$ cat src/rtl/xgmm_wr.sv
// xgmm_wr: drains full pattern (16-word) and attribute (4-word) bursts from the
// register-interface queues into single-word writes on the shared video memory port.
module xgmm_wr (
  input  logic        clk_sys,
  input  logic        rst_n,
  input  logic        p_full,
  input  logic        p_empty,
  input  logic [15:0] p_data,
  output logic        p_pop,
  input  logic        a_full,
  input  logic        a_empty,
  input  logic [15:0] a_data,
  output logic        a_pop,
  input  logic [11:0] par,
  input  logic [12:0] aar,
  output logic        mem_req,
  output logic        mem_sel,
  output logic [15:0] mem_addr,
  output logic [15:0] mem_wdata,
  input  logic        mem_ack,
  output logic        busy
);

  typedef enum logic [2:0] {
    IDLE,
    P_REQ,
    P_POP,
    A_REQ,
    A_POP
  } state_t;

  state_t      state, state_n;
  logic [3:0]  idx, idx_n, idx_inc;
  logic [11:0] base_par, base_par_n;
  logic [10:0] base_aar, base_aar_n;
  logic        last_attr, last_attr_n;  // 1: attribute queue was granted last
  logic        req_q, req_n;
  logic        sel_n;
  logic [15:0] addr_n;
  logic        p_pop_n, a_pop_n;
  logic        sel_empty;
  logic        unused_aar_lsb;

  assign unused_aar_lsb = ^aar[1:0];
  assign idx_inc        = idx + 4'd1;
  assign sel_empty      = mem_sel ? a_empty : p_empty;

  // An empty queue under an open request is an underrun: never show it to memory.
  assign mem_req   = req_q & ~sel_empty;
  assign mem_wdata = mem_sel ? a_data : p_data;
  assign busy      = (state != IDLE);

  // NOTE: every variable gets a default before the case so no path leaves it unassigned (no latches).
  always_comb begin
    state_n     = state;
    idx_n       = idx;
    base_par_n  = base_par;
    base_aar_n  = base_aar;
    last_attr_n = last_attr;
    req_n       = 1'b0;
    sel_n       = mem_sel;
    addr_n      = mem_addr;
    p_pop_n     = 1'b0;
    a_pop_n     = 1'b0;

    case (state)
      IDLE: begin
        if (p_full && (!a_full || last_attr)) begin
          state_n    = P_REQ;
          base_par_n = par;
          idx_n      = 4'd0;
          req_n      = 1'b1;
          sel_n      = 1'b0;
          addr_n     = {par, 4'h0};
        end else if (a_full) begin
          state_n    = A_REQ;
          base_aar_n = aar[12:2];
          idx_n      = 4'd0;
          req_n      = 1'b1;
          sel_n      = 1'b1;
          addr_n     = {3'b000, aar[12:2], 2'b00};
        end
      end

      P_REQ: begin
        if (p_empty) begin
          state_n = IDLE;
        end else if (mem_ack) begin
          state_n = P_POP;
          p_pop_n = 1'b1;
        end else begin
          req_n = 1'b1;
        end
      end

      P_POP: begin
        if (idx == 4'd15) begin
          state_n     = IDLE;
          last_attr_n = 1'b0;
        end else begin
          state_n = P_REQ;
          idx_n   = idx_inc;
          req_n   = 1'b1;
          addr_n  = {base_par, idx_inc};
        end
      end

      A_REQ: begin
        if (a_empty) begin
          state_n = IDLE;
        end else if (mem_ack) begin
          state_n = A_POP;
          a_pop_n = 1'b1;
        end else begin
          req_n = 1'b1;
        end
      end

      A_POP: begin
        if (idx[1:0] == 2'd3) begin
          state_n     = IDLE;
          last_attr_n = 1'b1;
        end else begin
          state_n = A_REQ;
          idx_n   = idx_inc;
          req_n   = 1'b1;
          addr_n  = {3'b000, base_aar, idx_inc[1:0]};
        end
      end

      default: state_n = IDLE;
    endcase
  end

  // NOTE: sequential state uses non-blocking assignments so all registers update together.
  always_ff @(posedge clk_sys or negedge rst_n) begin
    if (!rst_n) begin
      state     <= IDLE;
      idx       <= 4'd0;
      base_par  <= 12'd0;
      base_aar  <= 11'd0;
      last_attr <= 1'b1;
      req_q     <= 1'b0;
      mem_sel   <= 1'b0;
      mem_addr  <= 16'd0;
      p_pop     <= 1'b0;
      a_pop     <= 1'b0;
    end else begin
      state     <= state_n;
      idx       <= idx_n;
      base_par  <= base_par_n;
      base_aar  <= base_aar_n;
      last_attr <= last_attr_n;
      req_q     <= req_n;
      mem_sel   <= sel_n;
      mem_addr  <= addr_n;
      p_pop     <= p_pop_n;
      a_pop     <= a_pop_n;
    end
  end

endmodule

$ cat config.mk
export PLATFORM = sky130hd
export DESIGN_NAME = xgmm_wr
export DESIGN_NICKNAME = d
export VERILOG_FILES = /design/src/rtl/xgmm_wr.sv
export SDC_FILE = /design/constraint.sdc
export NUM_CORES = 1
export LEC_CHECK = 0
export ABC_CLOCK_PERIOD_IN_PS = 2400
export CORE_ASPECT_RATIO = 1.4
export CORE_MARGIN = 8
export CORE_UTILIZATION = 40
export CTS_CLUSTER_DIAMETER = 200
export DETAILED_ROUTE_END_ITERATION = 7
export GPL_TIMING_DRIVEN = 0
export PLACE_DENSITY = 0.74
export REMOVE_ABC_BUFFERS = 1
export SYNTH_ARGS = -nofsm -noshare
export SYNTH_HDL_FRONTEND = slang
export SYNTH_SLANG_ARGS = --single-unit
$ cat constraint.sdc
create_clock -name clk_sys -period 2.4 [get_ports clk_sys]
set_clock_uncertainty 0.1 [all_clocks]
set_input_delay 0.36 -clock clk_sys [delete_from_list [all_inputs] [get_ports clk_sys]]
set_output_delay 0.36 -clock clk_sys [all_outputs]
set_load 0.03 [all_outputs]
==> impl_metrics.json <==
{
  "fp.dieArea_um2": 9390,
  "track_usage_pct": 15.6,
  "num_rows": 35,
  "p_leak_nw": 1.52,
  "crit_buf_inv": 1,
  "p_sw_share_pct": 40.5,
  "diodes": 0,
  "grt_max_degree": 34,
  "cts_tree": "done",
  "pwr-share-clk_pct": 13.1,
  "hpwl_mm": 5.39,
  "post_cts_buffers": 0,
  "finalSetupViolCount": 0,
  "tightest_slew_ns": 0.691,
  "cp_cell_sequence": "mux2_2 > clkdlybuf4s50_1",
  "grt_pass1_vias": 2268,
  "yosys_register_bits": 51,
  "syn_area_um2": 2610,
  "final.setup.tns_ns": 0,
  "status": "finished clean",
  "ant_nets": 0,
  "p_int_mw": 2.63,
  "max-slew-margin-rel_pct": 53.9,
  "min_path_type": "flop to flop",
  "remaining_drc_errors": 0,
  "crit_type": "flop to output pin",
  "io_pins": 101,
  "gr-max-usage-layer": "met2",
  "finalPower_mw": 4.43,
  "min_period_ns": 2.33,
  "finalWirelength_mm": 7.38,
  "worstSetupStartpoint": "mem_sel",
  "cts.clk_slew.worst_paths_ns": 0.09,
  "antenna_found_initial": 0,
  "core_area_um2": 6440,
  "synth.distinct_cells": 41,
  "die_h_um": 112,
  "critPathRequiredTime_ns": 1.94,
  "cts_made_buffers": 5,
  "drv_cap": 0,
  "pwr-share-comb_pct": 50.7,
  "met3_usage_pct": 3.14,
  "grt.overflow.total": 0,
  "wl_per_cell_um": 19.1,
  "num-nets-final": 378,
  "min-delay-start": "mem_addr[0]",
  "dr.first_iter.drc_count": 122,
  "syn_area_per_cell_um2": 11.8,
  "cp.arrival_ns": 1.87,
  "fmax_mhz": 429,
  "initial_core_util_pct": 40.5,
  "ir_worst_vdd_v": 0.000571,
  "cts_num_sinks": 51,
  "cp_max_fo": 19,
  "drive_gt1_share_pct": 19.8,
  "fillers": 556,
  "rsz0062_at_grt": "no",
  "htree_levels": 2,
  "met2_usage_pct": 29.3,
  "placed_area_um2": 3610,
  "rrSetupSlack_ns": 0.12,
  "pwr-share-seq_pct": 36.2,
  "grt.met1_usage_pct": 16.4,
  "gp_congestion": 0.784,
  "die_w_um": 84.2,
  "dr.pass1.iters": 4,
  "yosysWarnings": 0,
  "slowest_delay_ns": 0.61,
  "grt_pass1_wl_mm": 11.9,
  "regToRegStartpoint": "state[2]",
  "net-switching-power_mw": 1.79,
  "p_per_area_nw_per_um2": 1170,
  "clk_path_buf_depth": 2,
  "crit_path_end_kind": "output pin",
  "final_design_area_no_fill_um2": 3770,
  "hold_ws_ns": 0.386,
  "ys_seq_area_share_pct": 49.0,
  "vias": 2162,
  "cp_slowest_cell": "clkdlybuf4s50_1",
  "netlist_instances": 221,
  "cts-root-buf": "clkbuf_8",
  "viasPerCell": 5.59,
  "hold_violations": 0,
  "area_delta_synth_final_pct": 44.6,
  "slew_viol_final": 0,
  "io_buffers": 98,
  "post-route-period-util_pct": 97.2,
  "cpLargestDelayFamily": "buffers and inverters",
  "startpoint_type": "flop",
  "clkLatencyLatePin_ns": 0.30
}
==> cell type report <==
class / instances / area (µm²) / share of cell area (%)
timing repair buffer: 100 / 1010 / 26.7
tap: 74 / 92.6 / 2.46
clock inverter: 1 / 30.0 / 0.796
sequential: 51 / 1290 / 34.1
multi-input combinational: 150 / 1260 / 33.5
inverter: 5 / 18.8 / 0.498
clock buffer: 6 / 72.6 / 1.92
==> path summary, 6_finish.rpt <==
check	cells after the start	end
worst max register to register	5	mem_addr[15]
max in group asynchronous	3	last_attr
worst min-delay path	2	mem_addr[0]
min in group asynchronous	2	idx[0]
worst min register to register	2	mem_addr[0]
worst max-delay path	2	mem_wdata[7]
==> registers in the layout, summed over array words and instances, names as in the netlist, 3 cells and up <==
name / cells
mem_addr: 16
idx: 4
base_aar: 11
state: 3
base_par: 12
==> synth_stat cells <==
master    instances  area share (%)
o21ai_0           6             1.2
o31ai_1           2            0.58
dfrtp_1          50              48
xnor2_1           1            0.34
a21o_1            2            0.58
mux2_2           39              17
nor2b_1           2            0.48
dfstp_2           1             1.0
buf_4             4             1.2
and2_1            1            0.24
nor3_1            2            0.38
a21oi_2           1            0.34
mux2i_1          11             4.2
a32oi_1           4             1.3
xor2_1            1            0.34
a22oi_1          10             2.9
or3_1             1            0.24
o22ai_1           1            0.24
nor4_1            1            0.24
a22o_1            3             1.0
a21oi_4           1            0.62
inv_2             1            0.14
a31oi_1           2            0.48
o221ai_1         10             3.4
clkbuf_1          3            0.43
nor3_2            1            0.38
nand3_1           4            0.77
nand2_1          11             1.6
and3_1            1            0.24
o21a_1           13             3.7
nand2b_1          2            0.48
nor2_1            4            0.58
a311oi_1          1            0.34
a211oi_1          2            0.58
ha_1              1            0.48
o21ai_1           3            0.58
a21oi_1           3            0.58
or3_4             1            0.43
o21ai_2           1            0.34
buf_2             9             1.7
inv_1             4            0.58
==> tightest hold or removal path, stage by stage (launching register included) <==
cell and delay [ns]:
dfrtp_1 0.35, nand2_1 0.04, o21ai_0 0.06
==> timing repair <==
| item | in CTS | in global routing |
|---|---|---|
| hold endpoints to repair | 18 | 0 |
| resized for setup | 11 | 3 |
| pin swaps | 1 | 1 |
| cloned | 1 | 0 |
| hold buffers | 1 | 0 |
| endpoints found under the setup margin | 44 | 9 |
==> cell usage in the layout (no fill, tap or decap), types with 2 or more instances in the layout <==
| cell type | n |
|---|---|
| a22o_1 | 3 |
| nand2b_1 | 2 |
| a211oi_1 | 2 |
| dfrtp_1 | 47 |
| nor2_1 | 4 |
| a21o_1 | 2 |
| o21a_1 | 13 |
| a22oi_1 | 10 |
| mux2_2 | 39 |
| inv_1 | 4 |
| o21ai_1 | 3 |
| a21oi_1 | 3 |
| clkdlybuf4s50_1 | 95 |
| nor2b_4 | 2 |
| clkbuf_8 | 5 |
| o21ai_0 | 6 |
| dfrtp_4 | 2 |
| a21oi_4 | 2 |
| nor3_1 | 2 |
| mux2i_1 | 11 |
| a32oi_1 | 4 |
| nand2_1 | 10 |
| nand3_1 | 4 |
| o221ai_1 | 10 |
| a31oi_1 | 2 |
==> per-stage QoR <==
step                      setup slack [ns]  cells  utilization [%]
after floorplan                   -0.00567    205                -
after global placement              -0.999    377             55.8
after detailed placement            -0.985    378             56.1
after CTS                           0.0127    387             58.4
after global routing               0.00514    387             58.6
final                               0.0681    387             58.6
==> power groups by stage <==
stage                     logic (mW)  clock network (mW)  registers [mW]
after CTS                       2.27               0.596            1.60
after global routing            2.40               0.630            1.65
after floorplan                 1.16                   0            1.77
after detailed placement        2.23                   0            1.59
final                           2.24               0.580            1.60
after global placement          2.19                   0            1.57
==> cell families after synthesis <==
family | after synthesis | share of synthesized area (%)
buf+inv | 21 | 4.03
fa+ha+maj | 1 | 0.480
mux | 50 | 21.1
flops | 51 | 49.0
simple gates | 31 | 6.05
xor+xnor | 2 | 0.672
compound gates | 65 | 18.7
==> layer usage <==
metal / share of wire [%] / up-vias
met2: 56 / 47
met3: 3.6 / 8
met4: 1.5 / 0
met5: 0 / -
met1: 39 / 1090
li1: - / 1017
Note: power is estimated with default switching activity, not from simulation.
